--- src/rtl/g_mix_pipe_if.sv ---
// g_mix_pipe_if -- operand/result bundle for the g_mix_pipe G-function pipeline.
//
// Signals:
//   Ce_I            global pipeline advance enable
//   Valid_I         qualifies A_I..D_I, X_I, Y_I, Tag_I
//   A_I..D_I        G state words in
//   X_I, Y_I        message words in
//   Tag_I           opaque sideband data travelling with the operation
//   A_O..D_O        mixed state words out
//   Valid_O         qualifies A_O..D_O and Tag_O
//   Tag_O           tag of the operation currently presented
//   Busy_O          some pipeline stage holds a valid operation
//
// Modports: master drives operands (producer side), slave is the pipeline.
interface g_mix_pipe_if #(
    parameter int WIDTH = 32,
    parameter int TAGW  = 8
);
    logic             Ce_I;
    logic             Valid_I;
    logic [WIDTH-1:0] A_I;
    logic [WIDTH-1:0] B_I;
    logic [WIDTH-1:0] C_I;
    logic [WIDTH-1:0] D_I;
    logic [WIDTH-1:0] X_I;
    logic [WIDTH-1:0] Y_I;
    logic [TAGW-1:0]  Tag_I;
    logic [WIDTH-1:0] A_O;
    logic [WIDTH-1:0] B_O;
    logic [WIDTH-1:0] C_O;
    logic [WIDTH-1:0] D_O;
    logic             Valid_O;
    logic [TAGW-1:0]  Tag_O;
    logic             Busy_O;

    modport master (
        output Ce_I, Valid_I, A_I, B_I, C_I, D_I, X_I, Y_I, Tag_I,
        input  A_O, B_O, C_O, D_O, Valid_O, Tag_O, Busy_O
    );

    modport slave (
        input  Ce_I, Valid_I, A_I, B_I, C_I, D_I, X_I, Y_I, Tag_I,
        output A_O, B_O, C_O, D_O, Valid_O, Tag_O, Busy_O
    );
endinterface

--- src/rtl/g_mix_pipe.sv ---
// g_mix_pipe -- four-stage pipelined BLAKE2/BLAKE3 G mixing function.
//
// Each accepted operation computes, mod 2^WIDTH:
//   a=a+b+x; d=rotr(d^a,R1); c=c+d; b=rotr(b^c,R2)
//   a=a+b+y; d=rotr(d^a,R3); c=c+d; b=rotr(b^c,R4)
// one half-step pair per stage, latency 4 enabled edges, throughput 1/cycle.
//
// Ports:
//   Clk     rising-edge clock
//   Rst     asynchronous active-high reset, clears the whole pipeline
//   mix_if  g_mix_pipe_if.slave: Ce_I/Valid_I/operands in, results/Busy_O out
module g_mix_pipe #(
    parameter int WIDTH = 32,
    parameter int TAGW  = 8
) (
    input logic          Clk,
    input logic          Rst,
    g_mix_pipe_if.slave  mix_if
);
    localparam int R1 = (WIDTH == 64) ? 32 : 16;
    localparam int R2 = (WIDTH == 64) ? 24 : 12;
    localparam int R3 = (WIDTH == 64) ? 16 : 8;
    localparam int R4 = (WIDTH == 64) ? 63 : 7;

    typedef logic [WIDTH-1:0] word_t;

    function automatic word_t rotr(input word_t v, input int n);
        return (v >> n) | (v << (WIDTH - n));
    endfunction

    // Plain WIDTH-bit sums drop the carry-out, giving the mod 2^WIDTH wrap.
    function automatic word_t add3(input word_t p, input word_t q, input word_t r);
        return p + q + r;
    endfunction

    word_t           a_p1_q, b_p1_q, c_p1_q, d_p1_q, y_p1_q;
    word_t           a_p1_d, b_p1_d, c_p1_d, d_p1_d, y_p1_d;
    logic [TAGW-1:0] tag_p1_q, tag_p1_d;
    logic            vld_p1_q, vld_p1_d;

    word_t           a_p2_q, b_p2_q, c_p2_q, d_p2_q, y_p2_q;
    word_t           a_p2_d, b_p2_d, c_p2_d, d_p2_d, y_p2_d;
    logic [TAGW-1:0] tag_p2_q, tag_p2_d;
    logic            vld_p2_q, vld_p2_d;

    word_t           a_p3_q, b_p3_q, c_p3_q, d_p3_q;
    word_t           a_p3_d, b_p3_d, c_p3_d, d_p3_d;
    logic [TAGW-1:0] tag_p3_q, tag_p3_d;
    logic            vld_p3_q, vld_p3_d;

    word_t           a_p4_q, b_p4_q, c_p4_q, d_p4_q;
    word_t           a_p4_d, b_p4_d, c_p4_d, d_p4_d;
    logic [TAGW-1:0] tag_p4_q, tag_p4_d;
    logic            vld_p4_q, vld_p4_d;

    always_comb begin
        // Stage 1: first-half a,d. Valid_I=0 enters a bubble.
        vld_p1_d = mix_if.Valid_I;
        a_p1_d   = add3(mix_if.A_I, mix_if.B_I, mix_if.X_I);
        d_p1_d   = rotr(mix_if.D_I ^ a_p1_d, R1);
        b_p1_d   = mix_if.B_I;
        c_p1_d   = mix_if.C_I;
        y_p1_d   = mix_if.Y_I;
        tag_p1_d = mix_if.Tag_I;

        // Stage 2: first-half c,b.
        vld_p2_d = vld_p1_q;
        a_p2_d   = a_p1_q;
        d_p2_d   = d_p1_q;
        c_p2_d   = c_p1_q + d_p1_q;
        b_p2_d   = rotr(b_p1_q ^ c_p2_d, R2);
        y_p2_d   = y_p1_q;
        tag_p2_d = tag_p1_q;

        // Stage 3: second-half a,d using the Y captured at acceptance.
        vld_p3_d = vld_p2_q;
        a_p3_d   = add3(a_p2_q, b_p2_q, y_p2_q);
        d_p3_d   = rotr(d_p2_q ^ a_p3_d, R3);
        b_p3_d   = b_p2_q;
        c_p3_d   = c_p2_q;
        tag_p3_d = tag_p2_q;

        // Stage 4: second-half c,b; these registers are the outputs.
        vld_p4_d = vld_p3_q;
        a_p4_d   = a_p3_q;
        d_p4_d   = d_p3_q;
        c_p4_d   = c_p3_q + d_p3_q;
        b_p4_d   = rotr(b_p3_q ^ c_p4_d, R4);
        tag_p4_d = tag_p3_q;
    end

    always_ff @(posedge Clk or posedge Rst) begin
        if (Rst) begin
            {vld_p1_q, a_p1_q, b_p1_q, c_p1_q, d_p1_q, y_p1_q, tag_p1_q} <= '0;
            {vld_p2_q, a_p2_q, b_p2_q, c_p2_q, d_p2_q, y_p2_q, tag_p2_q} <= '0;
            {vld_p3_q, a_p3_q, b_p3_q, c_p3_q, d_p3_q, tag_p3_q}         <= '0;
            {vld_p4_q, a_p4_q, b_p4_q, c_p4_q, d_p4_q, tag_p4_q}         <= '0;
        end else if (mix_if.Ce_I) begin
            {vld_p1_q, a_p1_q, b_p1_q, c_p1_q, d_p1_q, y_p1_q, tag_p1_q} <=
                {vld_p1_d, a_p1_d, b_p1_d, c_p1_d, d_p1_d, y_p1_d, tag_p1_d};
            {vld_p2_q, a_p2_q, b_p2_q, c_p2_q, d_p2_q, y_p2_q, tag_p2_q} <=
                {vld_p2_d, a_p2_d, b_p2_d, c_p2_d, d_p2_d, y_p2_d, tag_p2_d};
            {vld_p3_q, a_p3_q, b_p3_q, c_p3_q, d_p3_q, tag_p3_q} <=
                {vld_p3_d, a_p3_d, b_p3_d, c_p3_d, d_p3_d, tag_p3_d};
            {vld_p4_q, a_p4_q, b_p4_q, c_p4_q, d_p4_q, tag_p4_q} <=
                {vld_p4_d, a_p4_d, b_p4_d, c_p4_d, d_p4_d, tag_p4_d};
        end
    end

    assign mix_if.A_O     = a_p4_q;
    assign mix_if.B_O     = b_p4_q;
    assign mix_if.C_O     = c_p4_q;
    assign mix_if.D_O     = d_p4_q;
    assign mix_if.Tag_O   = tag_p4_q;
    assign mix_if.Valid_O = vld_p4_q;
    assign mix_if.Busy_O  = vld_p1_q | vld_p2_q | vld_p3_q | vld_p4_q;
endmodule

--- src/flat_wrapper.sv ---
// flat-port wrapper written by rule: the top's interface ports become plain ports
module g_mix_pipe_flat 
#(
    parameter int WIDTH = 32,
    parameter int TAGW  = 8
)
  (Clk, Rst, mix_if_Ce_I, mix_if_Valid_I, mix_if_A_I, mix_if_B_I, mix_if_C_I, mix_if_D_I, mix_if_X_I, mix_if_Y_I, mix_if_Tag_I, mix_if_A_O, mix_if_B_O, mix_if_C_O, mix_if_D_O, mix_if_Valid_O, mix_if_Tag_O, mix_if_Busy_O);
  g_mix_pipe_if #(.WIDTH(WIDTH), .TAGW(TAGW)) mix_if_i ();
  input logic Clk;
  input logic Rst;
  input wire logic [$bits(mix_if_i.Ce_I)-1:0] mix_if_Ce_I;
  input wire logic [$bits(mix_if_i.Valid_I)-1:0] mix_if_Valid_I;
  input wire logic [$bits(mix_if_i.A_I)-1:0] mix_if_A_I;
  input wire logic [$bits(mix_if_i.B_I)-1:0] mix_if_B_I;
  input wire logic [$bits(mix_if_i.C_I)-1:0] mix_if_C_I;
  input wire logic [$bits(mix_if_i.D_I)-1:0] mix_if_D_I;
  input wire logic [$bits(mix_if_i.X_I)-1:0] mix_if_X_I;
  input wire logic [$bits(mix_if_i.Y_I)-1:0] mix_if_Y_I;
  input wire logic [$bits(mix_if_i.Tag_I)-1:0] mix_if_Tag_I;
  output wire logic [$bits(mix_if_i.A_O)-1:0] mix_if_A_O;
  output wire logic [$bits(mix_if_i.B_O)-1:0] mix_if_B_O;
  output wire logic [$bits(mix_if_i.C_O)-1:0] mix_if_C_O;
  output wire logic [$bits(mix_if_i.D_O)-1:0] mix_if_D_O;
  output wire logic [$bits(mix_if_i.Valid_O)-1:0] mix_if_Valid_O;
  output wire logic [$bits(mix_if_i.Tag_O)-1:0] mix_if_Tag_O;
  output wire logic [$bits(mix_if_i.Busy_O)-1:0] mix_if_Busy_O;
  assign mix_if_i.Ce_I = mix_if_Ce_I;
  assign mix_if_i.Valid_I = mix_if_Valid_I;
  assign mix_if_i.A_I = mix_if_A_I;
  assign mix_if_i.B_I = mix_if_B_I;
  assign mix_if_i.C_I = mix_if_C_I;
  assign mix_if_i.D_I = mix_if_D_I;
  assign mix_if_i.X_I = mix_if_X_I;
  assign mix_if_i.Y_I = mix_if_Y_I;
  assign mix_if_i.Tag_I = mix_if_Tag_I;
  assign mix_if_A_O = mix_if_i.A_O;
  assign mix_if_B_O = mix_if_i.B_O;
  assign mix_if_C_O = mix_if_i.C_O;
  assign mix_if_D_O = mix_if_i.D_O;
  assign mix_if_Valid_O = mix_if_i.Valid_O;
  assign mix_if_Tag_O = mix_if_i.Tag_O;
  assign mix_if_Busy_O = mix_if_i.Busy_O;
  g_mix_pipe #(.WIDTH(WIDTH), .TAGW(TAGW)) u_core (.Clk(Clk), .Rst(Rst), .mix_if(mix_if_i));
endmodule
--- config.mk ---
export PLATFORM = sky130hd
export DESIGN_NAME = g_mix_pipe_flat
export DESIGN_NICKNAME = d
export VERILOG_FILES = /design/src/rtl/g_mix_pipe_if.sv /design/src/rtl/g_mix_pipe.sv /design/src/flat_wrapper.sv
export SDC_FILE = /design/constraint.sdc
export NUM_CORES = 1
export LEC_CHECK = 0
export ABC_CLOCK_PERIOD_IN_PS = 23700
export CAP_MARGIN = 40
export CORE_UTILIZATION = 55
export CTS_BUF_LIST = sky130_fd_sc_hd__clkbuf_2 sky130_fd_sc_hd__clkbuf_4 sky130_fd_sc_hd__clkbuf_8
export DETAILED_ROUTE_END_ITERATION = 16
export PLACE_DENSITY = 0.78
export SLEW_MARGIN = 20
export SYNTH_ARGS = -nofsm -noshare
export SYNTH_HDL_FRONTEND = slang
export SYNTH_SLANG_ARGS = --single-unit
--- constraint.sdc ---
create_clock -name Clk -period 23.7 [get_ports Clk]
set_clock_uncertainty 0.05 [all_clocks]
set_input_delay 4.74 -clock Clk [delete_from_list [all_inputs] [get_ports Clk]]
set_output_delay 4.74 -clock Clk [all_outputs]
set_load 0.02 [all_outputs]
; After elaboration in Yosys (flattened, before gate mapping)
; Cells that the tools add are included.
[op_classes]
bitwise_logic = 11
addsub = 6
[ops]
columns = cell, count
row1 = 32-bit adder, 6
row2 = 32-bit bitwise XOR, 4
row3 = 16-bit by 32-bit OR with 32-bit output, 1
row4 = 20-bit by 32-bit OR with 32-bit output, 1
row5 = 24-bit by 32-bit OR with 32-bit output, 1
row6 = 25-bit by 32-bit OR with 32-bit output, 1
row7 = 1-bit OR, 3
[totals]
out_inout_bits = 138
input_bits = 204
regBits = 612

; Longest topological paths before layout
; Gate-level depths: netlist of the first run.
[depth]
ltp_word = 4
depth_mapped = 14

; Worst setup path before layout of the first run
; No wires, ideal clock.
[synth_path]
path_kind = input port to flip-flop
startpoint = in mix_if_X_I[1]
endpoint = reg u_core.d_p1_q[13]
cell_stages = 14
arrival_time_ps = 8036
path_buffers = 0
setup_slack_ps = 15489
required_ps = 23525
cell_sequence = inv_1 > fa_1 > inv_1 > ha_1 > fa_1 > a211oi_2 > o21bai_2 > o311ai_2 > o211ai_2 > a221o_2 > a311oi_4 > o41ai_2 > xor3_1 > mux2_4
[synth_via]
elab_chain_len = 3
[synth_rtl]
columns = element, line
row1 = "start, declared", flat_wrapper.sv:17  ; input wire logic [$bits(mix_if_i.X_I)-1:0] mix_if_X_I;
row2 = 32-bit adder, g_mix_pipe.sv:33  ; return p + q + r;
row3 = 32-bit bitwise XOR, g_mix_pipe.sv:60  ; d_p1_d = rotr(mix_if.D_I ^ a_p1_d, R1);
row4 = 16-bit by 32-bit OR with 32-bit output, g_mix_pipe.sv:28  ; return (v >> n) | (v << (WIDTH - n));
row5 = "end signal, assigned", g_mix_pipe.sv:99  ; {vld_p1_q, a_p1_q, b_p1_q, c_p1_q, d_p1_q, y_p1_q, tag_p1_q} <=
row6 = "end, declared", g_mix_pipe.sv:36  ; word_t a_p1_q, b_p1_q, c_p1_q, d_p1_q, y_p1_q;
; Every way passes these cells.
; A chain may end at the register's enable or synchronous reset.

; Worst setup path after layout of the first run
[layout_path]
startpoint = in mix_if_B_I[1]
endpoint = reg u_core.d_p1_q[13]
[layout_via]
elab_chain_len = 4
[layout_rtl]
columns = element, line
row1 = "start, declared", flat_wrapper.sv:14  ; input wire logic [$bits(mix_if_i.B_I)-1:0] mix_if_B_I;
row2 = 32-bit adder (2 in a row), g_mix_pipe.sv:33
row3 = 32-bit bitwise XOR, g_mix_pipe.sv:60
row4 = 16-bit by 32-bit OR with 32-bit output, g_mix_pipe.sv:28
; Every way passes these cells.

==> results.txt, run 1 <==
- Net switching is 42.6% of the power.
- Post-Synthesis Net Count: 2914
- Critical register-to-register path startpoint: u_core.b_p2_q[1]
- Synthesis produced 2522 cells.
- Max-cap violations in this run came to 0.
* Syn_area_per_cell: 12.4 µm²
* CP arrival: 8.84 ns
- Proportion of layout cells with a drive suffix above 1: 24.2%
- Portion of total power attributed to combinational logic: 55.9%
- Sequential cells burn 29.1% of the power.
- Worst EP required: 24.24 ns
- P_int: 3.80 mW
- For the worst-skew pair, the clock arrives at the later sink with an insertion delay of 0.71 ns.
- TritonCTS created 100 clock buffers.
- In the final routed layout, each cell accounts on average for 23.3 µm.
* Number of levels the H-tree was split into: 3
- The wire-length estimate of the detail-placed layout is 68000 µm.
- Highest achievable clock rate: 0.120 GHz
- Count of nets left with antenna violations after detail routing: 0
- Number of cells on the worst hold path: 2
- The endpoint identified for the worst register-to-register timing path is u_core.d_p3_q[23].
- The final-report max-slew violation count is 0.
- Longest Clk Path Bufs: 3
* Post-synthesis sequential element count: 612
- The net count of the finished layout is 3282.
- The worst hold path begins at u_core.y_p1_q[1].
- The number of buffers and inverters on the critical path is 3.
* Initial antenna violation count: 10
- Delay of the slowest cell on the worst path: 0.50 ns
- For this run, the register share of the synthesized area comes to 48.8%.
- Min-Delay Endpoint: u_core.y_p2_q[1]
* Vertical die dimension: 241 µm
- For this design, the sink count on the clock tree is 612.
- Total of warnings raised by yosys: 0
- Register-to-register setup slack: 18.97 ns
- Counting cells, the worst reg-to-reg path comes to 15.
* Outcome: complete, no violations
- The floorplan step defined a core boundary enclosing 0.0564 mm².
- Measured along the x axis, the die boundary spans 241 µm.
* Peak supply drop: 0.0000990 V
- The min-delay analysis places its worst path in the category reg -> reg.
- Worst-path clk slew: 0.06 ns
* Number of global-route vias before repair: 21500
- Global-route usage over all layers: 30.3%
- Of all flip-flops after synthesis, the portion carrying an async set or reset was 100%.
- The routed design could run at a clock period as short as 8.30 ns.
- Clock tree from TritonCTS: done
* Number of enable flip-flop cells after synthesis: 0
- Measured against its own limit, the worst slew margin works out to 29.7%.
- In the routed design, unresolved DRC markers number 0.
* Post-synthesis cell area: 0.0314 mm²
* Via-per-instance ratio: 5.78
* Flip-flop cell with the highest count after synthesis: sky130_fd_sc_hd__dfrtp_1
- Power per Cell Area: 174 mW/mm²
* Total vias in the final route: 21500
- The first global-routing pass estimated 129000 µm of wire.
* Final worst slack: 15.40 ns
- Cell at the slowest stage of the critical path: sky130_fd_sc_hd__fa_1
- Number of DRC violations after detailed-routing iteration 0: 1648
* Remaining global-route overflow: 0
* Clock Root Buffer: sky130_fd_sc_hd__clkbuf_8
- Placer's final routability congestion estimate: 0.949
* List of cells traversed by the critical path: clkdlybuf4s50_1 -> inv_1 -> fa_1 -> inv_1 -> ha_1 -> fa_1 -> a211oi_2 -> o21bai_2 -> o311ai_2 -> o211ai_2 -> a221o_2 -> a311oi_4 -> o41ai_2 -> xor3_1 -> mux2_4
- The initialized floorplan defines 87 standard-cell rows.
- The die covers 0.0580 mm².
* First-pass detailed-route iteration total: 7
- After synthesis, the cell types taking the most area are sky130_fd_sc_hd__dfrtp_1 (49%), sky130_fd_sc_hd__mux2_2 (17%), sky130_fd_sc_hd__xnor2_1 (5.6%), sky130_fd_sc_hd__ha_1 (4.9%), sky130_fd_sc_hd__fa_1 (4.2%).
- P&R area growth vs syn: 21.1%
- Routed WL: 86900 µm
- Crit path max-delay family: compound AO/OA/AOI/OAI gates
- Endpoint kind of the worst setup timing path: flop
- For this design the static power due to leakage is 16.1 nW.
- The synthesized design spends more area on one cell type than any other, namely sky130_fd_sc_hd__dfrtp_1.
- At the pin with the least slew margin, the transition time is 1.05 ns.
- Number of setup buffers added after CTS: 0
- Entering global routing, the biggest net connects 211 pins.
- Setup repair after global routing left no endpoint under its margin.
- Clock network fraction of design power: 15.0%
- After clock tree synthesis, the repair step resized 0 gates.
- Input and output buffers added on the ports amount to 341.
* Element type at the critical path start: primary input
* Worst setup path category: in -> reg
* Number of top-level pins: 342
* Fin crit share: 35.0%
- The hold violation count in the final report was 0.
- Final number of setup-violating endpoints: 0
* Summed negative setup slack over all endpoints: 0 ns
* Library cells used by synthesis: 81
- Of all nets on the critical path, the largest fanout is 3.
- Pre-CTS WS: 14.70 ns
- Fraction of post-synthesis cell area in the top cell type by area: 48.8%
- Hold Buf Count CTS: 0
* Switching pwr: 2.82 mW
- Initial Util: 55.7%
==> power by group through the flow <==
stage                     Clock (mW)  Combinational, mW  Sequential [mW]
after floorplan                    0               2.46             1.84
after global placement             0               3.57             1.91
after detailed placement           0               3.65             1.93
after CTS                       1.01               3.68             1.91
after global routing            1.06               3.99             1.96
final                          0.993               3.70             1.92
==> worst max path at each step <==
stage          slack (ns)           from                 end  cells past startpoint
2_1_floorplan        1.77            Rst    u_core.a_p1_q[0]                      1
3_3_place_gp        14.41            Rst  u_core.tag_p1_q[1]                      6
3_5_place_dp        14.70  mix_if_B_I[1]   u_core.d_p1_q[13]                     15
4_1_cts             15.45  mix_if_B_I[1]   u_core.d_p1_q[13]                     15
5_1_grt             15.22  mix_if_X_I[1]   u_core.d_p1_q[13]                     15
6_report            15.40  mix_if_B_I[1]   u_core.d_p1_q[13]                     15
==> worst min-delay path, cell delays in order (launching register included) <==
cell and delay (ns):
sky130_fd_sc_hd__dfrtp_1 0.34, sky130_fd_sc_hd__nand2_1 0.05, sky130_fd_sc_hd__o21ai_0 0.06
==> layout make-up <==
type	instances	area (µm²)
multi-input combinational	1769	15500
antenna	3	7.51
clock inverter	20	229
fill	4148	18400
tap	756	946
timing repair buffer	369	3850
inverter	38	150
clock buffer	158	1970
sequential	612	15300
==> per-layer routing <==
layer | track usage, % | up-vias | part of all wire (%)
met5 | 0.168 | - | 0.038
met4 | 10.6 | 4 | 2.9
met3 | 5.83 | 124 | 7.9
met2 | 45.7 | 804 | 45
met1 | 44.0 | 10900 | 44
li1 | - | 9741 | -
==> cells by family (layout without fill, tap and decap cells) <==
group / Yosys count / in the layout / synth area share [%]
adder cells (fa/ha/maj): 188 / 188 / 9.07
AND/OR/NAND/NOR: 353 / 353 / 5.14
other: 0 / 3 / 0
multiplexers: 490 / 490 / 17.6
buffers and inverters: 141 / 585 / 1.71
flip-flops: 612 / 612 / 48.8
XOR/XNOR: 252 / 252 / 7.84
AO/OA/AOI/OAI: 486 / 486 / 9.86
==> cells in the mapped netlist, types with 12 or more instances <==
cell type and instances:
sky130_fd_sc_hd__a211oi_1 14, sky130_fd_sc_hd__a21o_1 69, sky130_fd_sc_hd__a21oi_1 220, sky130_fd_sc_hd__a31oi_1 18, sky130_fd_sc_hd__and3_1 16, sky130_fd_sc_hd__clkbuf_1 99
sky130_fd_sc_hd__dfrtp_1 612, sky130_fd_sc_hd__fa_1 66, sky130_fd_sc_hd__ha_1 122, sky130_fd_sc_hd__inv_1 38, sky130_fd_sc_hd__mux2_2 486, sky130_fd_sc_hd__nand2_1 59
sky130_fd_sc_hd__nand3_1 20, sky130_fd_sc_hd__nand4_1 12, sky130_fd_sc_hd__nor2_1 177, sky130_fd_sc_hd__o21ai_0 52, sky130_fd_sc_hd__o21bai_1 22, sky130_fd_sc_hd__xnor2_1 200
sky130_fd_sc_hd__xnor3_1 14, sky130_fd_sc_hd__xor2_1 34
==> layout by cell type (no fill, tap or decap), drive strengths merged, types with 4 or more instances in the layout <==
cell / n
a2111oi: 8
a211o: 5
a211oi: 16
a21o: 70
a21oi: 222
a221oi: 4
a31oi: 18
and2: 8
and3: 16
and4: 5
buf: 29
bufinv: 4
clkbuf: 158
clkdlybuf4s50: 340
clkinv: 10
dfrtp: 612
fa: 66
ha: 122
inv: 43
mux2: 487
nand2: 59
nand2b: 11
nand3: 20
nand4: 12
nor2: 177
nor2b: 10
nor3: 10
o211ai: 6
o21a: 11
o21ai: 58
o21bai: 23
o31a: 4
o31ai: 10
or2: 6
or3: 6
xnor2: 200
xnor3: 14
xor2: 34
xor3: 4
==> per-stage QoR <==
stage	cell area (µm²)	std cells	utilization, %	power (mW)	hold WS, ns
final	38000	3725	67.4	6.62	0.439
after global placement	35500	3530	62.9	5.48	0.414
after CTS	37900	3717	67.1	6.61	0.443
after floorplan	31400	2522	-	4.31	0.399
after global routing	38000	3723	67.4	7.00	0.463
after detailed placement	35700	3539	63.2	5.58	0.425
No activity file was read; power rests on OpenSTA's default activity.
==> inputs of run 2 (changes only) <==
--- a/config.mk
+++ b/config.mk
@@ -5,12 +5,12 @@
 export SDC_FILE = /design/constraint.sdc
 export NUM_CORES = 1
 export LEC_CHECK = 0
-export ABC_CLOCK_PERIOD_IN_PS = 23700
+export ABC_CLOCK_PERIOD_IN_PS = 6700
 export CAP_MARGIN = 40
-export CORE_UTILIZATION = 55
+export CORE_UTILIZATION = 53
 export CTS_BUF_LIST = sky130_fd_sc_hd__clkbuf_2 sky130_fd_sc_hd__clkbuf_4 sky130_fd_sc_hd__clkbuf_8
 export DETAILED_ROUTE_END_ITERATION = 16
-export PLACE_DENSITY = 0.78
+export PLACE_DENSITY = 0.79
 export SLEW_MARGIN = 20
 export SYNTH_ARGS = -nofsm -noshare
 export SYNTH_HDL_FRONTEND = slang
==> constraint.sdc (replaced) <==
create_clock -name Clk -period 6.7 [get_ports Clk]
set_clock_uncertainty 0.05 [all_clocks]
set_input_delay 1.34 -clock Clk [delete_from_list [all_inputs] [get_ports Clk]]
set_output_delay 1.34 -clock Clk [all_outputs]
set_load 0.02 [all_outputs]
==> results.txt, run 2 (synthesis gave the netlist of run 1 again) <==
- In this run the post-CTS setup repair buffer count came out at 0.
* P&R area growth vs syn: 20.6%
- Count of final max-slew check failures: 0
- Floorplan die width: 245 µm
* Global-route usage over all layers: 29.6%
- The congestion estimate from routability-driven global placement came to 0.955.
* Max-cap check violation count: 0
- The worst path uses 73.2% of the clock period.
- Setup violations remaining at the end of the flow were counted as 0.
- Input and output buffers added on the ports amount to 341.
* Outcome: complete, no violations
- Area enclosed by the die boundary: 0.0602 mm²
- Measured on the finished design, the core utilization comes to 65.1%.
- Count of nets left with antenna violations after detail routing: 0
- Timing startpoint of the critical path: mix_if_B_I[1]
- First-pass GRT wire length: 132000 µm
- The worst setup path is of the in -> reg kind.
* Worst EP required: 7.25 ns
- Number of top-level pins: 342
- Number of cells upsized or downsized after cts: 0
- The worst pin sits at a relative slew slack of 31.0%.
* Number of global-route vias before repair: 21800
- Via-per-instance ratio: 5.75
- Wire per inst: 23.5 µm
* Clock insertion delay at the later pin of the skew report: 0.71 ns
* Number of DRC violations after detailed-routing iteration 0: 1510
- The initial antenna violation count is 6.
* Leak: 16.0 nW
* Maximum fanout encountered on the critical timing path: 3
- Cell internal power was estimated by the tool at 13.4 mW.
- TritonCTS built the clock tree.
- Total clock buffers created by CTS: 100
- The tightest min-delay check is of the reg -> reg type.
- Detailed placement ended at an HPWL of 69000 µm.
* Worst-path clk slew: 0.07 ns
* Row count: 88
- Final Instance Area: 0.0378 mm²
* Endpoint kind of the worst setup timing path: flop
* Portion of total power attributed to combinational logic: 56.3%
- After the last flow step, the layout net total stands at 3272.
- Net switching is 42.9% of the power.
- The routed layout has 21400 vias.
- Power per Cell Area: 619 mW/mm²
- The worst hold path begins at u_core.y_p1_q[1].
- The analysis attributes to net switching a power of 10.0 mW.
* Highest achievable clock rate: 0.204 GHz
* First-pass detailed-route iteration total: 9
* Final Critical Period: 4.90 ns
- Unrepaired setup endpoints after global routing: no
- For this run, design rule violations remaining after detail routing come to 0.
* Post-detailed-placement cell area: 0.0356 mm²
- The die is 245 µm tall.
- The core region is 0.0581 mm².
- Of the total power, registers draw 28.9%.
- Most frequent standard cell in the layout excluding fill and tap cells: sky130_fd_sc_hd__dfrtp_1
* Commonest non-fill, non-tap cells in the layout: sky130_fd_sc_hd__dfrtp_1 (612), sky130_fd_sc_hd__mux2_2 (486), sky130_fd_sc_hd__clkdlybuf4s50_1 (340)
* Element type at the critical path start: primary input
* Initial Util: 54.0%
* Clock network fraction of design power: 14.8%
* Largest net degree at the start of global routing: 173
- After global routing the overflow that remains totals 0.
- Critical register-to-register path startpoint: u_core.b_p2_q[1]
- CP arrival: 5.45 ns
* Proportion of layout cells with a drive suffix above 1: 24.0%
* Worst Tran Pin Value: 1.03 ns
- The clock tree synthesis step divided the H-tree into 3 levels.
- CTS placed an instance of sky130_fd_sc_hd__clkbuf_8 at the clock tree root.
* Routed WL: 87500 µm
* Longest Clk Path Bufs: 3
- Peak supply drop: 0.000380 V
- The hold violation count in the final report came to 0.
* Hold Buf Count CTS: 0
* Clock sinks: 612
==> run 2: worst paths after layout <==
kind	slack (ns)	depth (start not counted)	to
setup / recovery	1.80	15	u_core.d_p1_q[13]
hold / removal	0.44	2	u_core.y_p2_q[1]
setup reg to reg	1.94	15	u_core.d_p3_q[23]
hold reg to reg	0.44	2	u_core.y_p2_q[1]
max in group asynchronous	4.25	4	u_core.d_p3_q[4]
min in group asynchronous	1.01	2	u_core.c_p3_q[10]
==> run 2: worst max-delay path, cell delays in order <==
cell and delay [ns]:
sky130_fd_sc_hd__clkdlybuf4s50_1 0.48, sky130_fd_sc_hd__inv_1 0.06, sky130_fd_sc_hd__fa_1 0.50, sky130_fd_sc_hd__inv_1 0.05, sky130_fd_sc_hd__ha_1 0.22, sky130_fd_sc_hd__fa_1 0.51
sky130_fd_sc_hd__a211oi_2 0.23, sky130_fd_sc_hd__o21bai_2 0.12, sky130_fd_sc_hd__o311ai_2 0.30, sky130_fd_sc_hd__o211ai_2 0.18, sky130_fd_sc_hd__a221o_2 0.43, sky130_fd_sc_hd__a311oi_4 0.37
sky130_fd_sc_hd__o41ai_2 0.17, sky130_fd_sc_hd__xor3_1 0.21, sky130_fd_sc_hd__mux2_4 0.27
==> run 2: cell type report <==
| type | count | area, µm² |
|---|---|---|
| inverter | 38 | 146 |
| antenna | 1 | 2.50 |
| clock buffer | 159 | 2010 |
| multi-input combinational | 1769 | 15500 |
| timing repair buffer | 359 | 3690 |
| clock inverter | 18 | 176 |
| sequential | 612 | 15300 |
| tap | 765 | 957 |
| fill | 4366 | 20300 |
==> run 2: per-stage QoR <==
| stage | worst slack, ns | hold slack, ns | TNS, ns | std cells | power [mW] |
|---|---|---|---|---|---|
| floorplan | -3.04 | 0.399 | -1861.14 | 2522 | 15.2 |
| global placement | 1.16 | 0.423 | 0 | 3540 | 19.5 |
| detailed placement | 1.07 | 0.433 | 0 | 3542 | 19.9 |
| CTS | 1.84 | 0.450 | 0 | 3719 | 23.5 |
| global route | 1.71 | 0.463 | 0 | 3721 | 24.8 |
| finish | 1.80 | 0.442 | 0 | 3721 | 23.4 |
==> run 2: power groups by stage <==
stage,Clock [mW],Combinational [mW],Sequential [mW]
finish,3.46,13.2,6.77
global route,3.71,14.2,6.92
CTS,3.54,13.2,6.75
detailed placement,0,13.1,6.81
global placement,0,12.8,6.74
floorplan,0,8.71,6.53
==> run 2: routing by layer <==
layer | wire [µm] | up-vias | GRT usage [%]
met5 | 0 | - | 0
met4 | 2470 | 0 | 9.66
met3 | 4940 | 140 | 4.10
met2 | 39600 | 690 | 45.5
met1 | 40500 | 10800 | 43.4
li1 | - | 9719 | -
